==> config.mk <==
export PLATFORM = sky130hd
export DESIGN_NAME = parking_lot_tracker_flat
export DESIGN_NICKNAME = d
export VERILOG_FILES = /design/src/rtl/parking_lot_tracker_pkg.sv /design/src/rtl/parking_lot_tracker_if.sv /design/src/rtl/parking_lot_tracker_arrival_detector.sv /design/src/rtl/parking_lot_tracker.sv /design/src/flat_wrapper.sv
export SDC_FILE = /design/constraint.sdc
export NUM_CORES = 1
export LEC_CHECK = 0
export CORE_MARGIN = 10
export CORE_UTILIZATION = 49
export DETAILED_ROUTE_END_ITERATION = 6
export PLACE_DENSITY = 0.76
export SLEW_MARGIN = 40
export SYNTH_ARGS = -nofsm -noshare
export SYNTH_HDL_FRONTEND = slang
export SYNTH_SLANG_ARGS = --single-unit
==> constraint.sdc <==
create_clock -name clk -period 2.72 [get_ports clk]
set_input_delay 0.408 -clock clk [delete_from_list [all_inputs] [get_ports clk]]
set_output_delay 0.408 -clock clk [all_outputs]
set_load 0.005 [all_outputs]
==> src/rtl/parking_lot_tracker_pkg.sv <==
// Shared types and helpers for the parking-lot meter core.
//
// Contents:
//   park_state_e : day-counting vs. end-of-day playback state
//   DEF_*        : default parameter values for the core
//   MAX_SPOTS    : widest presence vector the helpers accept
//   popcount()   : number of set bits in a presence/edge vector
//
// Optional feature macro used elsewhere in the slice: PARK_PEAK_OCC_EN.
package parking_pkg;

  typedef enum logic {
    PK_DAY      = 1'b0,
    PK_PLAYBACK = 1'b1
  } park_state_e;

  localparam int DEF_NUM_SPOTS = 3;
  localparam int DEF_NUM_HOURS = 8;
  localparam int DEF_CNT_W     = 5;
  localparam int MAX_SPOTS     = 15;

  // Callers zero-extend their vector to MAX_SPOTS bits; result fits 0..15.
  function automatic logic [3:0] popcount(input logic [MAX_SPOTS-1:0] v);
    logic [3:0] c;
    c = '0;
    for (int i = 0; i < MAX_SPOTS; i++) begin
      c = c + {3'b000, v[i]};
    end
    return c;
  endfunction

endpackage

==> src/rtl/parking_lot_tracker_if.sv <==
// Bundle of sensor/control inputs and meter outputs for parking_lot_tracker.
//
// Signals:
//   presence[NUM_SPOTS] : per-spot car sensors (synchronised, 1 = present)
//   hour_adv, scroll_tick : single-cycle command pulses
//   occupied, full, hour, day_done, arrivals_total : live meter status
//   rd_hour, rd_data, peak_occ : hourly log playback port (1-cycle latency)
//   rush_valid, rush_start, rush_end : rush-hour window
//   state_dbg : current FSM state for observation
//
// Handshake: there is no ready/backpressure. hour_adv and scroll_tick act as
// valid strobes that are always accepted on the cycle they are high (subject
// to the FSM state ignoring them); holding one high for N cycles means N
// commands. Status outputs are valid every cycle.
//
// Modports: master drives the inputs (board glue / testbench), slave is the core.
interface parking_lot_tracker_if #(
  parameter int NUM_SPOTS = 3,
  parameter int NUM_HOURS = 8,
  parameter int CNT_W     = 5
) ();
  import parking_pkg::*;

  localparam int HR_W  = $clog2(NUM_HOURS + 1);
  localparam int OCC_W = $clog2(NUM_SPOTS + 1);

  logic [NUM_SPOTS-1:0] presence;
  logic                 hour_adv;
  logic                 scroll_tick;

  logic [OCC_W-1:0]     occupied;
  logic                 full;
  logic [HR_W-1:0]      hour;
  logic                 day_done;
  logic [CNT_W-1:0]     arrivals_total;
  logic [HR_W-1:0]      rd_hour;
  logic [CNT_W-1:0]     rd_data;
  logic                 rush_valid;
  logic [HR_W-1:0]      rush_start;
  logic [HR_W-1:0]      rush_end;
  logic [OCC_W-1:0]     peak_occ;
  park_state_e          state_dbg;

  modport master (
    output presence, hour_adv, scroll_tick,
    input  occupied, full, hour, day_done, arrivals_total, rd_hour, rd_data,
           rush_valid, rush_start, rush_end, peak_occ, state_dbg
  );

  modport slave (
    input  presence, hour_adv, scroll_tick,
    output occupied, full, hour, day_done, arrivals_total, rd_hour, rd_data,
           rush_valid, rush_start, rush_end, peak_occ, state_dbg
  );

endinterface

==> src/rtl/parking_lot_tracker_arrival_detector.sv <==
// Per-spot arrival detector with a saturating cumulative arrival counter.
//
// Ports:
//   clk, rst       : clock, synchronous active-high reset
//   freeze         : hold arrivals_total (playback); prev_presence keeps tracking
//   presence       : per-spot sensors
//   edges          : rising edges of presence this cycle
//   arrivals_total : registered cumulative arrivals, saturating at 2^CNT_W-1
//   arrivals_next  : value arrivals_total takes at the next edge, so a log
//                    write on this cycle includes this cycle's arrivals
module arrival_detector
  import parking_pkg::*;
#(
  parameter int NUM_SPOTS = DEF_NUM_SPOTS,
  parameter int CNT_W     = DEF_CNT_W
) (
  input  logic                 clk,
  input  logic                 rst,
  input  logic                 freeze,
  input  logic [NUM_SPOTS-1:0] presence,
  output logic [NUM_SPOTS-1:0] edges,
  output logic [CNT_W-1:0]     arrivals_total,
  output logic [CNT_W-1:0]     arrivals_next
);

  // Headroom so total + up to 15 new arrivals never wraps before the clamp.
  localparam int SUM_W = CNT_W + 5;
  localparam logic [SUM_W-1:0] CNT_MAX = SUM_W'((1 << CNT_W) - 1);

  logic [NUM_SPOTS-1:0] prev_q, prev_d;
  logic [CNT_W-1:0]     total_q, total_d;
  logic [SUM_W-1:0]     sum;

  always_comb begin
    edges   = presence & ~prev_q;
    sum     = SUM_W'(total_q) + SUM_W'(popcount(MAX_SPOTS'(edges)));
    prev_d  = presence;
    total_d = total_q;
    if (!freeze) begin
      total_d = (sum > CNT_MAX) ? CNT_MAX[CNT_W-1:0] : sum[CNT_W-1:0];
    end
  end

  always_ff @(posedge clk) begin
    if (rst) begin
      prev_q  <= '0;
      total_q <= '0;
    end else begin
      prev_q  <= prev_d;
      total_q <= total_d;
    end
  end

  assign arrivals_total = total_q;
  assign arrivals_next  = total_d;

endmodule

==> src/rtl/parking_lot_tracker.sv <==
// Parking-lot meter core: live occupancy, saturating arrival count, per-hour
// arrival log, rush-hour window (hours in which the lot was full), and an
// end-of-day playback mode that scrolls through the log.
//
// Ports:
//   clk, rst : clock, synchronous active-high reset
//   bus      : parking_lot_tracker_if.slave (sensors, pulses, all status)
//
// Build option: define PARK_PEAK_OCC_EN to also log the peak occupancy of
// each hour and present it on peak_occ alongside rd_data; otherwise peak_occ
// is tied to 0.
module parking_lot_tracker
  import parking_pkg::*;
#(
  parameter int NUM_SPOTS = DEF_NUM_SPOTS,
  parameter int NUM_HOURS = DEF_NUM_HOURS,
  parameter int CNT_W     = DEF_CNT_W
) (
  input  logic                 clk,
  input  logic                 rst,
  parking_lot_tracker_if.slave bus
);

  localparam int HR_W      = $clog2(NUM_HOURS + 1);
  localparam int OCC_W     = $clog2(NUM_SPOTS + 1);
  // Full power-of-two depth so rd_hour indexes without a width mismatch;
  // entries at NUM_HOURS and above are never written and stay 0.
  localparam int LOG_DEPTH = 1 << HR_W;
  localparam logic [HR_W-1:0] LAST_HOUR = HR_W'(NUM_HOURS - 1);
  localparam logic [HR_W-1:0] END_HOUR  = HR_W'(NUM_HOURS);

  logic [OCC_W-1:0]     occupied;
  logic                 full;
  logic                 in_day;
  logic                 adv;
  logic [NUM_SPOTS-1:0] arr_edges_unused;
  logic [CNT_W-1:0]     arr_total;
  logic [CNT_W-1:0]     arr_next;

  park_state_e      state_q, state_d;
  logic [HR_W-1:0]  hour_q, hour_d;
  logic [HR_W-1:0]  rd_hour_q, rd_hour_d;
  logic [CNT_W-1:0] rd_data_q, rd_data_d;
  logic             rush_valid_q, rush_valid_d;
  logic [HR_W-1:0]  rush_start_q, rush_start_d;
  logic [HR_W-1:0]  rush_end_q, rush_end_d;
  logic             full_seen_q, full_seen_d;
  logic [CNT_W-1:0] log_q [LOG_DEPTH];

  assign occupied = OCC_W'(popcount(MAX_SPOTS'(bus.presence)));
  assign full     = (occupied == OCC_W'(NUM_SPOTS));
  assign in_day   = (state_q == PK_DAY);
  assign adv      = in_day && bus.hour_adv;

  arrival_detector #(
    .NUM_SPOTS (NUM_SPOTS),
    .CNT_W     (CNT_W)
  ) u_arrivals (
    .clk            (clk),
    .rst            (rst),
    .freeze         (!in_day),
    .presence       (bus.presence),
    .edges          (arr_edges_unused),
    .arrivals_total (arr_total),
    .arrivals_next  (arr_next)
  );

  always_comb begin
    state_d      = state_q;
    hour_d       = hour_q;
    rd_hour_d    = rd_hour_q;
    rush_valid_d = rush_valid_q;
    rush_start_d = rush_start_q;
    rush_end_d   = rush_end_q;
    full_seen_d  = full_seen_q;
    rd_data_d    = (rd_hour_q < END_HOUR) ? log_q[rd_hour_q] : '0;

    case (state_q)
      PK_DAY: begin
        if (full) full_seen_d = 1'b1;
        rd_hour_d = hour_q;
        if (bus.hour_adv) begin
          // Hour counts as rush if the lot was full at any point in it,
          // including this closing cycle.
          if (full_seen_q || full) begin
            rush_end_d = hour_q;
            if (!rush_valid_q) begin
              rush_start_d = hour_q;
              rush_valid_d = 1'b1;
            end
          end
          full_seen_d = 1'b0;
          hour_d      = hour_q + 1'b1;
          rd_hour_d   = hour_q + 1'b1;
          if (hour_q == LAST_HOUR) begin
            state_d   = PK_PLAYBACK;
            rd_hour_d = '0;
          end
        end
      end
      PK_PLAYBACK: begin
        if (bus.scroll_tick) begin
          rd_hour_d = (rd_hour_q == LAST_HOUR) ? '0 : rd_hour_q + 1'b1;
        end
      end
      default: state_d = PK_DAY;
    endcase
  end

  always_ff @(posedge clk) begin
    if (rst) begin
      state_q      <= PK_DAY;
      hour_q       <= '0;
      rd_hour_q    <= '0;
      rd_data_q    <= '0;
      rush_valid_q <= 1'b0;
      rush_start_q <= '1;
      rush_end_q   <= '1;
      full_seen_q  <= 1'b0;
      for (int i = 0; i < LOG_DEPTH; i++) log_q[i] <= '0;
    end else begin
      state_q      <= state_d;
      hour_q       <= hour_d;
      rd_hour_q    <= rd_hour_d;
      rd_data_q    <= rd_data_d;
      rush_valid_q <= rush_valid_d;
      rush_start_q <= rush_start_d;
      rush_end_q   <= rush_end_d;
      full_seen_q  <= full_seen_d;
      if (adv) log_q[hour_q] <= arr_next;
    end
  end

`ifdef PARK_PEAK_OCC_EN
  logic [OCC_W-1:0] peak_run_q, peak_run_d;
  logic [OCC_W-1:0] peak_occ_q, peak_occ_d;
  logic [OCC_W-1:0] peak_max;
  logic [OCC_W-1:0] peak_log_q [LOG_DEPTH];

  assign peak_max = (occupied > peak_run_q) ? occupied : peak_run_q;

  always_comb begin
    peak_run_d = peak_run_q;
    // Running max restarts from the live occupancy at each hour boundary.
    if (in_day) peak_run_d = adv ? occupied : peak_max;
    peak_occ_d = (rd_hour_q < END_HOUR) ? peak_log_q[rd_hour_q] : '0;
  end

  always_ff @(posedge clk) begin
    if (rst) begin
      peak_run_q <= '0;
      peak_occ_q <= '0;
      for (int i = 0; i < LOG_DEPTH; i++) peak_log_q[i] <= '0;
    end else begin
      peak_run_q <= peak_run_d;
      peak_occ_q <= peak_occ_d;
      if (adv) peak_log_q[hour_q] <= peak_max;
    end
  end

  assign bus.peak_occ = peak_occ_q;
`else
  assign bus.peak_occ = '0;
`endif

  assign bus.occupied       = occupied;
  assign bus.full           = full;
  assign bus.hour           = hour_q;
  assign bus.day_done       = (state_q == PK_PLAYBACK);
  assign bus.arrivals_total = arr_total;
  assign bus.rd_hour        = rd_hour_q;
  assign bus.rd_data        = rd_data_q;
  assign bus.rush_valid     = rush_valid_q;
  assign bus.rush_start     = rush_start_q;
  assign bus.rush_end       = rush_end_q;
  assign bus.state_dbg      = state_q;

endmodule

==> src/flat_wrapper.sv <==
// flat-port wrapper written by rule: the top's interface ports become plain ports
module parking_lot_tracker_flat import parking_pkg::*;
#(
  parameter int NUM_SPOTS = DEF_NUM_SPOTS,
  parameter int NUM_HOURS = DEF_NUM_HOURS,
  parameter int CNT_W     = DEF_CNT_W
)
  (clk, rst, bus_presence, bus_hour_adv, bus_scroll_tick, bus_occupied, bus_full, bus_hour, bus_day_done, bus_arrivals_total, bus_rd_hour, bus_rd_data, bus_rush_valid, bus_rush_start, bus_rush_end, bus_peak_occ, bus_state_dbg);
  parking_lot_tracker_if #(.NUM_SPOTS(NUM_SPOTS), .NUM_HOURS(NUM_HOURS), .CNT_W(CNT_W)) bus_i ();
  input  logic clk;
  input  logic rst;
  input wire logic [$bits(bus_i.presence)-1:0] bus_presence;
  input wire logic [$bits(bus_i.hour_adv)-1:0] bus_hour_adv;
  input wire logic [$bits(bus_i.scroll_tick)-1:0] bus_scroll_tick;
  output wire logic [$bits(bus_i.occupied)-1:0] bus_occupied;
  output wire logic [$bits(bus_i.full)-1:0] bus_full;
  output wire logic [$bits(bus_i.hour)-1:0] bus_hour;
  output wire logic [$bits(bus_i.day_done)-1:0] bus_day_done;
  output wire logic [$bits(bus_i.arrivals_total)-1:0] bus_arrivals_total;
  output wire logic [$bits(bus_i.rd_hour)-1:0] bus_rd_hour;
  output wire logic [$bits(bus_i.rd_data)-1:0] bus_rd_data;
  output wire logic [$bits(bus_i.rush_valid)-1:0] bus_rush_valid;
  output wire logic [$bits(bus_i.rush_start)-1:0] bus_rush_start;
  output wire logic [$bits(bus_i.rush_end)-1:0] bus_rush_end;
  output wire logic [$bits(bus_i.peak_occ)-1:0] bus_peak_occ;
  output wire logic [$bits(bus_i.state_dbg)-1:0] bus_state_dbg;
  assign bus_i.presence = bus_presence;
  assign bus_i.hour_adv = bus_hour_adv;
  assign bus_i.scroll_tick = bus_scroll_tick;
  assign bus_occupied = bus_i.occupied;
  assign bus_full = bus_i.full;
  assign bus_hour = bus_i.hour;
  assign bus_day_done = bus_i.day_done;
  assign bus_arrivals_total = bus_i.arrivals_total;
  assign bus_rd_hour = bus_i.rd_hour;
  assign bus_rd_data = bus_i.rd_data;
  assign bus_rush_valid = bus_i.rush_valid;
  assign bus_rush_start = bus_i.rush_start;
  assign bus_rush_end = bus_i.rush_end;
  assign bus_peak_occ = bus_i.peak_occ;
  assign bus_state_dbg = bus_i.state_dbg;
  parking_lot_tracker #(.NUM_SPOTS(NUM_SPOTS), .NUM_HOURS(NUM_HOURS), .CNT_W(CNT_W)) u_core (.clk(clk), .rst(rst), .bus(bus_i));
endmodule
Word level (Yosys, flattened, before mapping)
Memory sizes are Yosys's and may differ from the RTL's. A register that Yosys moved wholly into a read port is not among the register bits. Cells that the tools add are included. W data, S select, Z words.

Add/sub/neg operators: 7. Multipliers: 0. Div/mod/pow operators: 0. Magnitude comparators: 2. Equal/unequal tests: 4. Shift operators: 0. Multiplexer cells: 20. Bitwise gates (word level): 5. Reductions and logical operators: 9.

Operators with widths (count): $mux W4 (5); $mux W5 (3); $mux W1 (11); $add A4 B1 Y4 const B (2); $eq A4 B3 Y1 const B (2); $pmux W4 S2 (1); $add A5 B3 Y6 (1); $gt A6 B5 Y1 const B (1); $reduce_or A5 Y1 (1); $add A1 B1 Y2 (2); $lt A4 B4 Y1 const B (1); $reduce_and A2 Y1 (2); $reduce_and A4 Y1 (1); $add A2 B1 Y3 (1); $and A3 B3 Y3 (1); $not A1 Y1 (3); $not A3 Y3 (1); $reduce_and A3 Y1 (1); $add A2 B1 Y2 (1); $eq A2 B2 Y1 const B (1); $ne A2 B2 Y1 const B (1); $reduce_bool A2 Y1 (1); $reduce_or A2 Y1 (1); $logic_and A1 B1 Y1 (1); $logic_or A1 B1 Y1 (1).

Register bits: 27. Bits in latches: 0. Bits in writable memories: 80. ROM bits: 0. Input port bits: 7. Output and inout bits: 34. Logic and storage cells: 57. Memories: 1.

Memories: u_core.log_q (words 16, width 5, rd ports 1, clocked after memory_dff 1, write ports 16, RTL line parking_lot_tracker.sv:48) `logic [CNT_W-1:0] log_q [LOG_DEPTH];`.

Longest topological paths before layout
Depth after elaboration: 9. Gate-level depth with buffers: 10. Depth with buffers taken out: 8.

Hierarchy
Synthesis repeated with hierarchy kept, for this count alone.

Cells, all modules: 333. Area, all modules: 3567.2 um^2.

By module, submodules not included: parking_lot_tracker (times used 1, cells an instance 285, area each 3136.8 um^2, seq. area each 1681.6 um^2); arrival_detector (times used 1, cells an instance 48, area each 430.4 um^2, seq. area each 160.2 um^2).

Worst setup path before layout
Ideal clock, no wire load.

Kind: input -> register. From: in bus_presence[0]. To: mem u_core.log_q[4][1], data pin. Setup time: 258 ps. Arrival: 2326 ps. Required time: 2462 ps. Setup slack: 136 ps. Stages: 9. Buffers on the path: 1. Path through: inv_1 nor2_1 fa_1 ha_1 fa_1 mux2_4 a41oi_4 buf_6 nor2_1.

RTL lines: start, declared (RTL line flat_wrapper.sv:12) `input wire logic [$bits(bus_i.presence)-1:0] bus_presence;`; end, declared (RTL line parking_lot_tracker.sv:48).

Final worst setup path
From: in bus_presence[0]. To: out bus_full.

Cells in the longest elaborated chain, start to end: 3.

RTL lines: $add A1 B1 Y2 (RTL line parking_lot_tracker_pkg.sv:27) `c = c + {3'b000, v[i]};`; $add A2 B1 Y2 (RTL line parking_lot_tracker_pkg.sv:27); $eq A2 B2 Y1 (RTL line parking_lot_tracker.sv:51) `assign full = (occupied == OCC_W'(NUM_SPOTS));`; end, declared (RTL line flat_wrapper.sv:16) `output wire logic [$bits(bus_i.full)-1:0] bus_full;`.

No other way between the ends.

==> flow_summary.ini <==
[cells_and_area]
fill_cells = 572
multiInputGateArea_sq_mm = 0.00146
drive_gt1_frac = 0.182
register_area_sq_mm = 0.00184
diodes = 0
nNetsFinal = 353
syn_to_final_growth_pct = 19.9
final_util = 0.609

[synth]
yosys.area.top_type_share = 0.344
yosys-top-cells-area = edfxtp_1 (34%), dfxtp_1 (18%), mux4_2 (6.5%), nor2_1 (3.4%), nor3_1 (3.2%)
synth_fa_ha_area_frac = 0.0423
ys_warn_count = 0
avgSynthCellArea_sq_um = 11.7
synth_edf_count = 40
syn_area_sq_mm = 0.00349
synthMuxAreaShare = 0.0778
synth_top_family_by_area = simple AND/OR/NAND/NOR gates
synth_xor_area_frac = 0.00968
synth_most_common_cell = edfxtp_1
yosys.area.top_type = edfxtp_1
ys.flop_type = edfxtp_1
synth-simple-area-share = 0.174
syn_inst = 297
synth_compound_area_frac = 0.103
synthTopCellsByCount = edfxtp_1 (40), dfxtp_1 (32), nor2_1 (32)
async_reset_ff_frac = 0
synth_seq_area_share = 0.528
ys_seq_elements = 72
synth.distinct_cells = 52

[pwr]
pwr-share-clk = 0.332
pwr-share-seq = 0.463
power_switching_mw = 0.743
comb_power_share = 0.204
p_sw_frac = 0.272
power.density_mw_per_mm2 = 653
p_int_mw = 1.99
max-vdd-ir-drop_mv = 0.424
leakage_nw = 1.54
power_mw = 2.73

[clocking]
clkSinkCount = 72
clkTransAtPathRegs_ns = 0.07
cts_root_buf = clkbuf_8
clock_path_buffers = 2
cts_tree = done
numCtsBuffers = 9
htreeDepth = 3
clk_latency_ns = 0.36
hold_buffers = 0

[critical_path]
cpMaxStageDelayCell = fa_1
crit_fanout = 4
critPathArrivalTime_ns = 2.23
reg2reg_depth = 7
r2r_setup_slack_ns = 0.35
r2r-start = u_core.u_arrivals.prev_q[1]$_SDFF_PP0_
worstReg2RegEnd = u_core.log_q[7][1]$_SDFFCE_PN0P_
path_common_cell = clkdlybuf4s50_1
cp-start-kind = input port
crit_type = input port to primary output
critPathTopFamily = buffers and inverters
cp_cell_sequence = clkdlybuf4s50_1, inv_1, buf_4, fa_1, nor2_1, clkdlybuf4s50_1
critical_path_buf_inv_count = 4
max_stage_delay_ns = 0.54
end_kind = primary output
required_ns = 2.31

[die]
die_x_um = 104
dieArea_sq_mm = 0.0109
boundaryPins = 41
rows = 30
core-area_sq_mm = 0.00687
start_util = 0.508
fp.dieH_um = 104

[placement]
gp_congestion = 0.808
dp_hpwl_mm = 5.22
port-buffer-count = 38
dp_slack_ns = -0.377

[worst_hold_path]
holdPathEnd = u_core.bus.rush_end[2]$_SDFFE_PP1P_
hold_depth = 1
worstHoldPathType = register to register
hold_path.startpoint = u_core.bus.rush_end[2]$_SDFFE_PP1P_

[timing]
fin_crit_ns = 2.64
holdWs_ns = 0.473
tightest_slew_ns = 0.767
setup_ws_ns = 0.0830
fin_crit_sh = 0.969
max_freq_mhz = 379
finalHoldViolCount = 0
finalClockSkew_ns = 0.00748
tns_ns = 0
rsz0062_at_grt = no
slew_headroom = 0.488
setup_viol = 0
slew_violations = 0

[global_route]
grt_pass1_vias = 2545
grt_pass1_wl_mm = 12.6
grt_usage = 0.141
grt_max_degree = 24
antenna_found_initial = 0
overflow = 0

[route]
vias = 2409
drc = 0
viasPerCell = 5.51
dr.pass1.iters = 4
drt_iter0_markers = 151
wire_per_inst_um = 17.5
ant_nets = 0
wl_mm = 7.64

[job]
maxCapViolCount = 0

[run_status]
status = finished, final reports clean
## timing repair
item                                    CTS  global route
endpoints found under the setup margin    0            12
hold endpoints to repair                  0             0
gates resized for setup                   0             3
setup buffers                             0             1
## area by class of cell
class                      instances  share of cell area
multi-input combinational        188               0.348
sequential                        72               0.440
clock inverter                     5              0.0150
inverter                           9             0.00808
tap                               96              0.0287
clock buffer                      11              0.0365
timing repair buffer              56               0.123
## layout by cell type, fill, tap and decap left out, types with 10 or more instances in the layout
cell type        instances
mux4_2                  10
buf_4                   18
nor2_1                  30
a21oi_1                 16
clkdlybuf4s50_1         38
dfxtp_1                 32
edfxtp_1                40
nand2_1                 14
nor3_1                  22
nand2b_1                10
## stage by stage
stage / cell area, sq um / cells
after detailed placement: 3930 / 419
after CTS: 4150 / 435
final: 4180 / 437
after floorplan: 3490 / 298
after global routing: 4180 / 437
after global placement: 3930 / 419
## kinds of logic after synthesis
| logic type | after synthesis |
|---|---|
| AOI/OAI and AO/OA | 47 |
| xor gates and xnor gates | 3 |
| adders and majority gates | 10 |
| buffers and inverters | 39 |
| DFF | 72 |
| muxes | 14 |
| other | 1 |
| and+or+nand+nor | 111 |
## layer usage
layer | track usage | wire length (um) | vias up
met5 | 0 | 0 | -
met4 | 0.0537 | 95 | 0
met3 | 0.0564 | 579 | 8
met2 | 0.230 | 3800 | 80
met1 | 0.163 | 3160 | 1170
li1 | - | - | 1151
## power groups by stage
stage | Combinational (mW) | Sequential [mW] | Clock (mW)
5_1_grt | 0.615 | 1.28 | 0.951
2_1_floorplan | 0.350 | 1.28 | 0
4_1_cts | 0.526 | 1.27 | 0.913
3_5_place_dp | 0.520 | 1.29 | 0
6_report | 0.557 | 1.26 | 0.907
3_3_place_gp | 0.508 | 1.29 | 0
## worst reg2reg max path, cell delays in order (launching register included)
cell and delay, ns:
dfxtp_1 0.31, nor2_2 0.12, fa_1 0.43, ha_2 0.21, fa_1 0.42, mux2_4 0.31
a41oi_4 0.26, nor2_1 0.08
## registers in the layout (all words and copies together) (netlist names)
| register | cells |
|---|---|
| u_core.bus.rd_data | 5 |
| u_core.bus.hour | 4 |
| u_core.bus.rush_valid | 1 |
| u_core.bus.rush_end | 4 |
| u_core.u_arrivals.arrivals_total | 5 |
| u_core.bus.rush_start | 4 |
| u_core.bus.day_done | 1 |
| u_core.full_seen_q | 1 |
| u_core.u_arrivals.prev_q | 3 |
| u_core.log_q | 40 |
| u_core.bus.rd_hour | 4 |
## worst max-delay path by stage
| stage | from | to | slack, ns | depth (start not counted) |
|---|---|---|---|---|
| after global routing | bus_presence[1] | u_core.log_q[2][1]$_SDFFCE_PN0P_ | 0.009 | 9 |
| after floorplan | bus_presence[0] | u_core.log_q[4][1]$_SDFFCE_PN0P_ | 0.14 | 9 |
| after CTS | bus_presence[0] | u_core.log_q[7][1]$_SDFFCE_PN0P_ | 0.004 | 9 |
| after global placement | bus_presence[0] | u_core.log_q[4][1]$_SDFFCE_PN0P_ | -0.33 | 9 |
| final | bus_presence[0] | bus_full | 0.08 | 6 |
| after detailed placement | bus_presence[0] | u_core.log_q[7][1]$_SDFFCE_PN0P_ | -0.38 | 9 |
Power figures use the tool's default switching activity.
